### config.mk
export PLATFORM = sky130hd
export DESIGN_NAME = ex_stage_seq
export DESIGN_NICKNAME = d
export VERILOG_FILES = /design/src/rtl/ex_stage_seq.sv
export SDC_FILE = /design/constraint.sdc
export NUM_CORES = 1
export LEC_CHECK = 0
export CAP_MARGIN = 20
export CORE_AREA = 2 2 349 351
export CTS_CLUSTER_SIZE = 24
export DETAILED_ROUTE_END_ITERATION = 6
export DIE_AREA = 0 0 351 353
export PLACE_DENSITY = 0.43
export SYNTH_ARGS = -nofsm -noshare
export SYNTH_HDL_FRONTEND = slang
export SYNTH_SLANG_ARGS = --single-unit
### constraint.sdc
create_clock -name clk -period 4 [get_ports clk]
set_clock_uncertainty 0.05 [all_clocks]
set_input_delay 0.8 -clock clk [delete_from_list [all_inputs] [get_ports clk]]
set_output_delay 0.8 -clock clk [all_outputs]
set_load 0.1 [all_outputs]
### src/rtl/ex_stage_seq.sv
`default_nettype none
// ============================================================================
// ex_stage_seq : execute stage - ALU/FPU dispatch, branch resolve, EX/MEM reg
// Revision     : 1.0
// ============================================================================
module ex_stage_seq #(
  parameter int BUS_WIDTH         = 64,
  parameter int REGFILE_LEN       = 6,
  parameter int ALU_CONTROL_WIDTH = 2,
  parameter int ALU_SELECT_WIDTH  = 3,
  parameter int FPU_OP_WIDTH      = 3,
  parameter int FPU_TIMEOUT       = 64
) (
  input  logic                         clk,
  input  logic                         rst_n,
  input  logic                         in_valid,
  input  logic                         in_reg_write,
  input  logic                         in_mem_write,
  input  logic                         in_mem_read,
  input  logic                         in_mem_to_reg,
  input  logic                         in_jump_src,
  input  logic                         in_jalr_src,
  input  logic                         in_u_src,
  input  logic                         in_uj_src,
  input  logic                         in_alu_src,
  input  logic                         in_alu_fpu,
  input  logic                         in_fpu_rd,
  input  logic [2:0]                   in_branch_src,
  input  logic [BUS_WIDTH-1:0]         in_read_data1,
  input  logic [BUS_WIDTH-1:0]         in_read_data2,
  input  logic [BUS_WIDTH-1:0]         in_imm,
  input  logic [BUS_WIDTH-1:0]         in_pc,
  input  logic [REGFILE_LEN-1:0]       in_rd,
  input  logic [ALU_CONTROL_WIDTH-1:0] in_control,
  input  logic [ALU_SELECT_WIDTH-1:0]  in_select,
  input  logic [FPU_OP_WIDTH-1:0]      in_fpu_op,
  input  logic                         flush,
  output logic [BUS_WIDTH-1:0]         alu_a,
  output logic [BUS_WIDTH-1:0]         alu_b,
  output logic [ALU_CONTROL_WIDTH-1:0] alu_control,
  output logic [ALU_SELECT_WIDTH-1:0]  alu_select,
  input  logic [BUS_WIDTH-1:0]         alu_result,
  output logic                         fpu_start,
  output logic                         fpu_abort,
  output logic [BUS_WIDTH-1:0]         fpu_a,
  output logic [BUS_WIDTH-1:0]         fpu_b,
  output logic [FPU_OP_WIDTH-1:0]      fpu_op,
  input  logic                         fpu_done,
  input  logic [BUS_WIDTH-1:0]         fpu_result,
  output logic                         stall,
  output logic                         redirect_valid,
  output logic [BUS_WIDTH-1:0]         redirect_pc,
  output logic                         fpu_timeout_err,
  output logic                         out_valid,
  output logic                         out_reg_write,
  output logic                         out_mem_write,
  output logic                         out_mem_read,
  output logic                         out_mem_to_reg,
  output logic                         out_fpu_rd,
  output logic [BUS_WIDTH-1:0]         out_result,
  output logic [BUS_WIDTH-1:0]         out_store_data,
  output logic [REGFILE_LEN-1:0]       out_rd
);

  localparam int CNT_W = $clog2(FPU_TIMEOUT + 1);
  localparam logic [CNT_W-1:0] C_CNT_LAST = CNT_W'(FPU_TIMEOUT - 1);

  typedef enum logic [0:0] {S_RUN = 1'b0, S_WAIT = 1'b1} state_t;

  state_t                  r_state;
  state_t                  w_state_next;
  logic [CNT_W-1:0]        r_cnt;
  logic                    w_live;
  logic                    w_taken;
  logic                    w_redirect;
  logic                    w_capture_run;
  logic                    w_capture_fpu;
  logic                    w_timeout;
  logic [BUS_WIDTH-1:0]    w_rs1_imm;
  logic [BUS_WIDTH-1:0]    w_pc_imm;
  logic [BUS_WIDTH-1:0]    w_target;
  logic [BUS_WIDTH-1:0]    w_result;

  // FPU instruction's writeback controls, held while the FPU works
  logic                    r_pend_reg_write;
  logic                    r_pend_mem_write;
  logic                    r_pend_mem_read;
  logic                    r_pend_mem_to_reg;
  logic                    r_pend_fpu_rd;
  logic [REGFILE_LEN-1:0]  r_pend_rd;
  logic [BUS_WIDTH-1:0]    r_pend_store;

  assign alu_a       = in_read_data1;
  assign alu_b       = in_alu_src ? in_imm : in_read_data2;
  assign alu_control = in_control;
  assign alu_select  = in_select;
  assign fpu_a       = in_read_data1;
  assign fpu_b       = in_read_data2;
  assign fpu_op      = in_fpu_op;

  // redirect_valid doubles as the squash of the wrong-path instruction
  assign w_live    = in_valid & ~redirect_valid & ~flush;
  assign w_rs1_imm = in_read_data1 + in_imm;
  assign w_pc_imm  = in_pc + in_imm;

  always_comb begin
    w_taken = 1'b0;
    case (in_branch_src)
      3'b001:  w_taken = (in_read_data1 == in_read_data2);
      3'b010:  w_taken = (in_read_data1 != in_read_data2);
      3'b011:  w_taken = ($signed(in_read_data1) <  $signed(in_read_data2));
      3'b100:  w_taken = ($signed(in_read_data1) >= $signed(in_read_data2));
      3'b101:  w_taken = (in_read_data1 <  in_read_data2);
      3'b110:  w_taken = (in_read_data1 >= in_read_data2);
      default: w_taken = 1'b0;
    endcase
  end

  assign w_redirect = in_jalr_src | in_jump_src | w_taken;
  assign w_target   = in_jalr_src ? {w_rs1_imm[BUS_WIDTH-1:1], 1'b0} : w_pc_imm;

  always_comb begin
    w_result = alu_result;
    if (in_jump_src || in_jalr_src) w_result = in_pc + BUS_WIDTH'(4);
    else if (in_u_src)              w_result = in_imm;
    else if (in_uj_src)             w_result = w_pc_imm;
    else if (in_alu_fpu)            w_result = fpu_result;
  end

  always_comb begin
    w_state_next  = r_state;
    stall         = 1'b0;
    fpu_start     = 1'b0;
    fpu_abort     = 1'b0;
    w_capture_run = 1'b0;
    w_capture_fpu = 1'b0;
    w_timeout     = 1'b0;
    case (r_state)
      S_RUN: begin
        if (w_live && in_alu_fpu) begin
          fpu_start    = 1'b1;
          stall        = 1'b1;
          w_state_next = S_WAIT;
        end else if (w_live) begin
          w_capture_run = 1'b1;
        end
      end
      S_WAIT: begin
        // flush beats a same-cycle done; done beats the timeout
        if (flush) begin
          fpu_abort    = 1'b1;
          w_state_next = S_RUN;
        end else if (fpu_done) begin
          w_capture_fpu = 1'b1;
          w_state_next  = S_RUN;
        end else if (r_cnt == C_CNT_LAST) begin
          fpu_abort    = 1'b1;
          w_timeout    = 1'b1;
          w_state_next = S_RUN;
        end else begin
          stall = 1'b1;
        end
      end
      default: w_state_next = S_RUN;
    endcase
  end

  always_ff @(posedge clk or negedge rst_n) begin
    if (!rst_n) begin
      r_state           <= S_RUN;
      r_cnt             <= '0;
      redirect_valid    <= 1'b0;
      redirect_pc       <= '0;
      fpu_timeout_err   <= 1'b0;
      out_valid         <= 1'b0;
      out_reg_write     <= 1'b0;
      out_mem_write     <= 1'b0;
      out_mem_read      <= 1'b0;
      out_mem_to_reg    <= 1'b0;
      out_fpu_rd        <= 1'b0;
      out_result        <= '0;
      out_store_data    <= '0;
      out_rd            <= '0;
      r_pend_reg_write  <= 1'b0;
      r_pend_mem_write  <= 1'b0;
      r_pend_mem_read   <= 1'b0;
      r_pend_mem_to_reg <= 1'b0;
      r_pend_fpu_rd     <= 1'b0;
      r_pend_rd         <= '0;
      r_pend_store      <= '0;
    end else begin
      r_state        <= w_state_next;
      r_cnt          <= (r_state == S_WAIT) ? r_cnt + 1'b1 : '0;
      redirect_valid <= w_capture_run & w_redirect;
      if (w_capture_run && w_redirect) redirect_pc <= w_target;
      if (w_timeout) fpu_timeout_err <= 1'b1;

      if (fpu_start) begin
        r_pend_reg_write  <= in_reg_write;
        r_pend_mem_write  <= in_mem_write;
        r_pend_mem_read   <= in_mem_read;
        r_pend_mem_to_reg <= in_mem_to_reg;
        r_pend_fpu_rd     <= in_fpu_rd;
        r_pend_rd         <= in_rd;
        r_pend_store      <= in_read_data2;
      end

      if (w_capture_run) begin
        out_valid      <= 1'b1;
        out_reg_write  <= in_reg_write;
        out_mem_write  <= in_mem_write;
        out_mem_read   <= in_mem_read;
        out_mem_to_reg <= in_mem_to_reg;
        out_fpu_rd     <= in_fpu_rd;
        out_result     <= w_result;
        out_store_data <= in_read_data2;
        out_rd         <= in_rd;
      end else if (w_capture_fpu) begin
        out_valid      <= 1'b1;
        out_reg_write  <= r_pend_reg_write;
        out_mem_write  <= r_pend_mem_write;
        out_mem_read   <= r_pend_mem_read;
        out_mem_to_reg <= r_pend_mem_to_reg;
        out_fpu_rd     <= r_pend_fpu_rd;
        out_result     <= fpu_result;
        out_store_data <= r_pend_store;
        out_rd         <= r_pend_rd;
      end else begin
        out_valid      <= 1'b0;
        out_reg_write  <= 1'b0;
        out_mem_write  <= 1'b0;
        out_mem_read   <= 1'b0;
        out_mem_to_reg <= 1'b0;
        out_fpu_rd     <= 1'b0;
      end
    end
  end

endmodule
`default_nettype wire

==> qor_table.md, run 1 <==
| Metric | Value | Unit |
|:---|:---|:---|
| Commonest cells after routing, fill and taps aside | sky130_fd_sc_hd__buf_4, sky130_fd_sc_hd__nand2_1, sky130_fd_sc_hd__clkdlybuf4s50_1 | - |
| IR Drop Worst-Case VDD | 0.000308 | V |
| Largest incremental delay on the critical path | 0.59 | ns |
| Worst-Skew Late Latency | 0.65 | ns |
| Via count | 31,604 | - |
| Largest net degree at the start of global routing | 108 | - |
| Post-place setup slack | -1.15 | ns |
| Gr ovfl total | 0 | - |
| Internal power contribution | 9.69 | mW |
| Count of hold buffers inserted by post-cts repair | 0 | - |
| Proportion of synthesized chip area in sequential cells | 27.2 | % |
| Switching share of power | 52.7 | % |
| Fmax achieved | 255 | MHz |
| Cell at the root of the clock tree | sky130_fd_sc_hd__clkbuf_16 | - |
| Flip-flop and latch count after synthesis | 289 | - |
| Dpl hpwl | 147 | mm |
| Num CTS Buffers | 42 | - |
| Switching power | 10.8 | mW |
| Horizontal die dimension | 351 | um |
| RSZ-0062 raised after global routing | true | - |
| Starting density of the core | 22.0 | % |
| Synthesis Warnings | 0 | - |
| P&R area growth vs syn | 68.4 | % |
| DRT iter0 DRCs | 2,425 | - |
| First-pass GRT wire length | 242 | mm |
| Hold Path Class | in2async | - |
| Net count after synthesis | 4,012 | - |
| Number of cell rows | 128 | - |
| Average size of a mapped cell | 7.80 | um^2 |
| Ports placed on the boundary | 890 | - |
| Initial antenna violation count | 50 | - |
| Gpl congestion | 0.926 | - |
| Critical Path Most Common Cell | sky130_fd_sc_hd__buf_4 | - |
| Final Max Tran Viols | 0 | - |
| Shortest clock period the worst path allows after layout | 3.92 | ns |
| Hold Violations, Final | 0 | - |
| Number of cell instances on the worst register-to-register path | 8 | - |
| Global router's overall resource usage | 27.2 | % |
| Setup crit end kind | flip-flop | - |
| DRC violations left | 0 | - |
| Critical path class | in2reg | - |
| Filler Cell Count | 12,776 | - |
| Count of input and output buffers | 873 | - |
| Proportion of layout cells with a drive suffix above 1 | 31.0 | % |
| Cells along the critical path | clkdlybuf4s50_1 > inv_1 > ha_1 > nand4_1 > buf_4 > a2111oi_2 > or4b_4 > a211oi_2 > o21ai_1 > o31ai_2 > a31oi_4 > buf_4 > buf_12 > buf_4 > nand3b_1 > mux2i_1 > a311o_1 | - |
| Crit path max fanout | 6 | - |
| Total Nets Final | 5,461 | - |
| Routed len/inst | 27.1 | um |
| Proportion of synthesized flip-flops having asynchronous set or reset | 100 | % |
| Proportion of power drawn by the clock network | 20.9 | % |
| Routed wire length | 177 | mm |
| Number of detailed-route iterations in the first pass | 5 | - |
| Combinational share of power | 58.9 | % |
| CTS tree | yes | - |
| Transition time at the pin with the least slew margin | 1.12 | ns |
| Crit path launch type | input pin | - |
| Fraction of the cycle the final worst path needs | 98.0 | % |
| Design Power | 20.5 | mW |
| Number of library cell types mapped by synthesis | 95 | - |
| Flop pwr share | 20.1 | % |
| Arrival time of the worst setup path | 4.40 | ns |
| Number of enable flip-flop cells after synthesis | 0 | - |
| Maximum clock path buffer count | 3 | - |
| Area enclosed by the die boundary | 0.124 | mm^2 |
| Vert. Die Dim | 353 | um |
| Number of violations of the max-capacitance limit | 0 | - |
| Areal power density over the cells | 458 | mW/mm^2 |
| Critical path's slowest cell | sky130_fd_sc_hd__or4b_4 | - |
| Worst Slack Setup Final | 0.0805 | ns |
| Area of the mapped netlist | 0.0265 | mm^2 |
| Static Leakage | 21.0 | nW |
| Clk pin slew, worst setup/hold paths | 0.06 | ns |
| Placeable core region | 0.121 | mm^2 |
| Antenna viol nets, final | 0 | - |
| Commonest non-fill, non-tap cell in the layout | sky130_fd_sc_hd__buf_4 | - |
| Run status | complete, no violations | - |
| CTS sink cnt | 289 | - |
| Slew Limit Headroom | 25.0 | % |
| Worst Path Required | 4.48 | ns |
| Prevailing post-synth register cell | sky130_fd_sc_hd__dfrtp_1 | - |
| Total number of H-tree levels | 2 | - |
| Vias in the first global route | 31,084 | - |
| Via-per-instance ratio | 4.85 | - |
| Number of standard cells after synthesis | 3,402 | - |
| Setup Viol. Count Final | 0 | - |
==> power groups by stage <==
| stage | Combinational, mW | Sequential, mW | Clock (mW) |
|---|---|---|---|
| final | 12.1 | 4.12 | 4.29 |
| after global placement | 11.9 | 4.16 | 0 |
| after CTS | 12.0 | 4.13 | 4.41 |
| after floorplan | 3.61 | 8.03 | 0 |
| after global routing | 12.6 | 4.20 | 4.50 |
| after detailed placement | 11.9 | 4.17 | 0 |
==> cells in the mapped netlist (80+ instances only) <==
cell type	n	area (um^2)
sky130_fd_sc_hd__nand2_1	518	1940
sky130_fd_sc_hd__a21oi_1	312	1560
sky130_fd_sc_hd__dfrtp_1	289	7230
sky130_fd_sc_hd__o21ai_0	245	1230
sky130_fd_sc_hd__nor2_1	220	826
sky130_fd_sc_hd__buf_4	200	1500
sky130_fd_sc_hd__ha_1	191	2390
sky130_fd_sc_hd__clkbuf_1	154	578
sky130_fd_sc_hd__inv_1	104	390
sky130_fd_sc_hd__a211oi_1	99	743
sky130_fd_sc_hd__xnor2_1	96	841
sky130_fd_sc_hd__xor2_1	80	701
==> metal layers <==
layer | vias up | wire length [um] | global-route usage, %
met1 | 15227 | 78300 | 37.0
met5 | - | 271 | 0
met4 | 38 | 3450 | 5.21
met3 | 203 | 14100 | 6.01
li1 | 14962 | - | -
met2 | 1174 | 80700 | 44.2
==> final cells by class <==
cell class | count | area (um^2) | area share (%)
multi-input combinational | 2615 | 17800 | 39.7
clock buffer | 57 | 1180 | 2.63
clock inverter | 20 | 334 | 0.748
sequential | 289 | 7230 | 16.2
timing repair buffer | 1799 | 15700 | 35.2
antenna | 12 | 30.0 | 0.0672
inverter | 104 | 390 | 0.873
tap | 1625 | 2030 | 4.55
==> logic make-up (layout without fill, tap and decap cells) <==
family | after synthesis | in the layout | synth area share, %
AO/OA/AOI/OAI | 1076 | 1076 | 25.9
XOR/XNOR | 176 | 176 | 5.81
adder cells (fa/ha/maj) | 193 | 193 | 9.15
buffers and inverters | 498 | 1980 | 9.95
flip-flops | 289 | 289 | 27.2
multiplexers | 96 | 96 | 3.73
other | 0 | 12 | 0
AND/OR/NAND/NOR | 1074 | 1074 | 18.2
==> final timing paths <==
| kind | from | endpoint | slack (ns) |
|---|---|---|---|
| max | in_read_data2[10] | redirect_pc[61]$_DFFE_PN0P_ | 0.08 |
| min | rst_n | out_store_data[48]$_DFFE_PN0P_ | 0.07 |
| max reg2reg | r_state$_DFF_PN0_ | out_result[26]$_DFFE_PN0P_ | 1.06 |
| min reg2reg | fpu_timeout_err$_DFFE_PN0P_ | fpu_timeout_err$_DFFE_PN0P_ | 0.41 |
| max in group asynchronous | rst_n | redirect_pc[43]$_DFFE_PN0P_ | 2.69 |
| min in group clk | fpu_timeout_err$_DFFE_PN0P_ | fpu_timeout_err$_DFFE_PN0P_ | 0.41 |
==> critical path: cells and delay by family <==
kind / cells / cell delay [ns]
AND/OR/NAND/NOR: 3 / 0.87
AO/OA/AOI/OAI: 6 / 1.15
adder cells (fa/ha/maj): 1 / 0.30
multiplexers: 1 / 0.08
buffers and inverters: 6 / 1.18
==> through the flow <==
stage,hold WS (ns),utilization (%),instance area [um^2],setup TNS [ns],instances
detailed placement,0.397,34.6,41700,-75.47,6407
finish,0.0745,37.1,44700,0,6521
CTS,0.151,36.2,43600,-0.00408,6489
floorplan,0.381,-,26500,-1.06,3402
global route,0.144,37.1,44700,-0.109,6519
global placement,0.394,34.6,41700,-75.18,6407
==> timing repair <==
item,in CTS,in global routing
setup buffers,5,18
resized for setup,80,194
cloned,0,3
pin swaps,14,69
setup endpoints to repair,52,87
No activity file was read; power rests on OpenSTA's default activity.
==> run 2: changes to the inputs <==
clock period = 3.8 ns   (was 4 ns; I/O delays follow)
==> run 2 against run 1 <==
Against the previous run: global-route usage up 0.20 points; utilization rose by 0.59 points; die area is the same; sequential power grew 5.1%; power grew 5.7%; clock power up 5.4%; sequential share of layout area is 0.25 points lower; critical path depth rose by 1; clock-buffer cell count increased by 1; register-to-register slack got worse by 0.41 ns; cell count is 0.58% higher; non-clock buffer count increased by 42.
==> qor_table.md, run 2 (same netlist as run 1, synthesis figures left out) <==
| Metric | Value | Unit | Change |
|:---|:---|:---|:---|
| Run status | complete, no violations | - | unchanged |
| Largest net degree at the start of global routing | 108 | - | unchanged |
| Placed cell areas | 0.0421 | mm^2 | was 0.0417 mm^2 |
| Fraction of the cycle the final worst path needs | 98.1 | % |  |
| P&R area growth vs syn | 71.0 | % | was 68.4% |
| Dpl hpwl | 145 | mm | was 147 mm |
| Global router's overall resource usage | 27.4 | % | was 27.2% |
| CTS sink cnt | 289 | - | unchanged |
| Proportion of layout cells with a drive suffix above 1 | 34.3 | % | was 31.0% |
| Placeable core region | 0.121 | mm^2 | unchanged |
| Storage cell area | 0.00723 | mm^2 | unchanged |
| Routed wire length | 177 | mm | unchanged |
| Launching point of the worst reg2reg path | r_state$_DFF_PN0_ | - | unchanged |
| Internal reg-to-reg setup slack | 0.65 | ns | was 1.06 ns |
| Antenna viol nets, final | 0 | - | unchanged |
| Area enclosed by the die boundary | 0.124 | mm^2 | unchanged |
| First-pass GRT wire length | 244 | mm | was 242 mm |
| Setup crit end kind | flip-flop | - | unchanged |
| Hold Violations, Final | 0 | - | unchanged |
| Design Power | 21.7 | mW | was 20.5 mW |
| Arrival time of the worst setup path | 4.18 | ns | was 4.40 ns |
| Via-per-instance ratio | 4.86 | - | was 4.85 |
| Worst Slack Setup Final | 0.0712 | ns | was 0.0805 ns |
| Final Max Tran Viols | 0 | - | unchanged |
| Static Leakage | 21.5 | nW | was 21.0 nW |
| Crit path max fanout | 5 | - | was 6 |
| Fmax achieved | 268 | MHz |  |
| Final design instance area without fill | 0.0454 | mm^2 | was 0.0447 mm^2 |
| Hold Path Class | in2async | - | unchanged |
| Routed len/inst | 27.0 | um | was 27.1 um |
| Number of violations of the max-capacitance limit | 0 | - | unchanged |
| Horizontal die dimension | 351 | um | unchanged |
| Ports placed on the boundary | 890 | - | unchanged |
| DRC violations left | 0 | - | unchanged |
| Total number of H-tree levels | 2 | - | unchanged |
| Number of cell rows | 128 | - | unchanged |
| Vias in the first global route | 31,472 | - | was 31,084 |
| Maximum clock path buffer count | 3 | - | unchanged |
| Filler Cell Count | 12,806 | - | was 12,776 |
| Critical path class | in2reg | - | unchanged |
| Critical Path Most Common Cell | sky130_fd_sc_hd__buf_4 | - | unchanged |
| Num CTS Buffers | 43 | - | was 42 |
| Post-place setup slack | -1.25 | ns | was -1.15 ns |
| Via count | 31,877 | - | was 31,604 |
| Commonest non-fill, non-tap cell in the layout | sky130_fd_sc_hd__buf_4 | - | unchanged |
| Number of detailed-route iterations in the first pass | 6 | - | was 5 |
| Worst Path Required | 4.25 | ns | was 4.48 ns |
| Shortest clock period the worst path allows after layout | 3.73 | ns |  |
| Worst R2R End | out_result[59]$_DFFE_PN0P_ | - | was out_result[26]$_DFFE_PN0P_ |
| Slew Limit Headroom | 25.6 | % | was 25.0% |
| Clk pin slew, worst setup/hold paths | 0.06 | ns | about the same |
| RSZ-0062 raised after global routing | true | - | unchanged |
| Commonest cells after routing, fill and taps aside | sky130_fd_sc_hd__buf_4, sky130_fd_sc_hd__nand2_1, sky130_fd_sc_hd__clkdlybuf4s50_1 | - | unchanged |
| Gr ovfl total | 0 | - | unchanged |
| IR Drop Worst-Case VDD | 0.000327 | V | was 0.000308 V |
| Gpl congestion | 0.921 | - | was 0.926 |
| Starting density of the core | 22.0 | % | unchanged |
| Non-filler cells in the finished layout | 6,559 | - | was 6,521 |
| Cell at the root of the clock tree | sky130_fd_sc_hd__clkbuf_16 | - | unchanged |
| Critical path's slowest cell | sky130_fd_sc_hd__clkdlybuf4s50_1 | - | was sky130_fd_sc_hd__or4b_4 |
| Number of cells after detailed placement | 6,434 | - | was 6,407 |
| CTS tree | yes | - | unchanged |
| Crit path launch type | input pin | - | unchanged |
| Worst-Skew Late Latency | 0.62 | ns | was 0.65 ns |
| Final core utilization | 37.6 | % | was 37.1% |
| Total Nets Final | 5,504 | - | was 5,461 |
| Count of input and output buffers | 873 | - | unchanged |
| DRT iter0 DRCs | 2,320 | - | was 2,425 |
| Transition time at the pin with the least slew margin | 1.12 | ns | about the same |
| Cells along the critical path | clkdlybuf4s50_1 > ha_4 > nand4_1 > buf_4 > inv_1 > a21oi_1 > o211ai_1 > a31oi_1 > buf_4 > o31ai_4 > buf_6 > a311oi_1 > buf_4 > o41ai_4 > buf_4 > xnor2_2 > mux2i_1 > mux2_2 | - | was clkdlybuf4s50_1 > inv_1 > ha_1 > nand4_1 > buf_4 > a2111oi_2 > or4b_4 > a211oi_2 > o21ai_1 > o31ai_2 > a31oi_4 > buf_4 > buf_12 > buf_4 > nand3b_1 > mux2i_1 > a311o_1 |
| Largest incremental delay on the critical path | 0.47 | ns | was 0.59 ns |
| Initial antenna violation count | 41 | - | was 50 |
| Number of cell instances on the worst register-to-register path | 11 | - | was 8 |
| Setup Viol. Count Final | 0 | - | unchanged |
| Areal power density over the cells | 477 | mW/mm^2 | was 458 mW/mm^2 |
| Vert. Die Dim | 353 | um | unchanged |
| Area used by multi-input combinational logic | 0.0181 | mm^2 | was 0.0178 mm^2 |
-- run 2: cell types whose count changed in the layout (fill, tap and decap cells not counted), moves of 20 or more --
cell,delta
sky130_fd_sc_hd__buf_12,+24
sky130_fd_sc_hd__buf_4,+67
sky130_fd_sc_hd__clkdlybuf4s50_1,-114
sky130_fd_sc_hd__dlygate4sd2_1,+26
sky130_fd_sc_hd__inv_1,-20
-- run 2: repair_timing --
action / in CTS / in global routing
buffers inserted: 21 / 20
gates cloned: 2 / 0
pin swaps: 60 / 95
hold buffers: 0 / 0
setup endpoints to repair: 98 / 86
gates resized for setup: 216 / 256
-- run 2: critical path, delay by kind of cell --
kind,cells,cell delay (ns)
XOR/XNOR,1,0.11
multiplexers,2,0.37
buffers and inverters,7,1.40
adder cells (fa/ha/maj),1,0.33
AO/OA/AOI/OAI,6,1.02
AND/OR/NAND/NOR,1,0.16
-- run 2: area by class of cell --
| type | count | area share [%] |
|---|---|---|
| multi-input combinational | 2615 | 39.9 |
| timing repair buffer | 1841 | 35.4 |
| sequential | 289 | 15.9 |
| tap | 1625 | 4.48 |
| clock buffer | 58 | 2.76 |
| inverter | 104 | 0.876 |
| clock inverter | 18 | 0.595 |
| antenna | 9 | 0.0496 |
-- run 2: stage by stage --
| stage | TNS (ns) | hold WS (ns) |
|---|---|---|
| finish | 0 | 0.0717 |
| global route | -0.0797 | 0.113 |
| CTS | -0.0379 | 0.108 |
| detailed placement | -95.53 | 0.398 |
| global placement | -92.85 | 0.391 |
| floorplan | -1.42 | 0.381 |
-- run 2: worst max-delay path by stage --
| stage | startpoint | endpoint | slack (ns) | cells past startpoint |
|---|---|---|---|---|
| after CTS | in_read_data1[15] | redirect_pc[52]$_DFFE_PN0P_ | -0.03 | 17 |
| after floorplan | in_alu_src | alu_b[1] | -0.47 | 4 |
| after global placement | in_imm[6] | redirect_pc[55]$_DFFE_PN0P_ | -1.25 | 18 |
| final | in_imm[21] | redirect_pc[55]$_DFFE_PN0P_ | 0.07 | 18 |
| after global routing | in_read_data1[37] | redirect_pc[56]$_DFFE_PN0P_ | -0.04 | 19 |
| after detailed placement | in_imm[1] | redirect_pc[52]$_DFFE_PN0P_ | -1.25 | 15 |
-- run 2: metal layers --
layer | GRT usage [%] | up-vias | part of all wire (%)
met5 | 0 | - | 0.11
met4 | 5.48 | 30 | 2.1
met3 | 6.22 | 195 | 7.3
met2 | 44.3 | 1117 | 45
met1 | 37.3 | 15481 | 45
li1 | - | 15054 | -
-- run 2: report_power, final --
| part | total [mW] | internal [mW] | switching [mW] | leakage (nW) |
|---|---|---|---|---|
| sequential | 4.33 | 3.82 | 0.513 | 3.49 |
| combinational | 12.8 | 3.74 | 9.05 | 17.3 |
| clock | 4.52 | 2.72 | 1.81 | 0.743 |
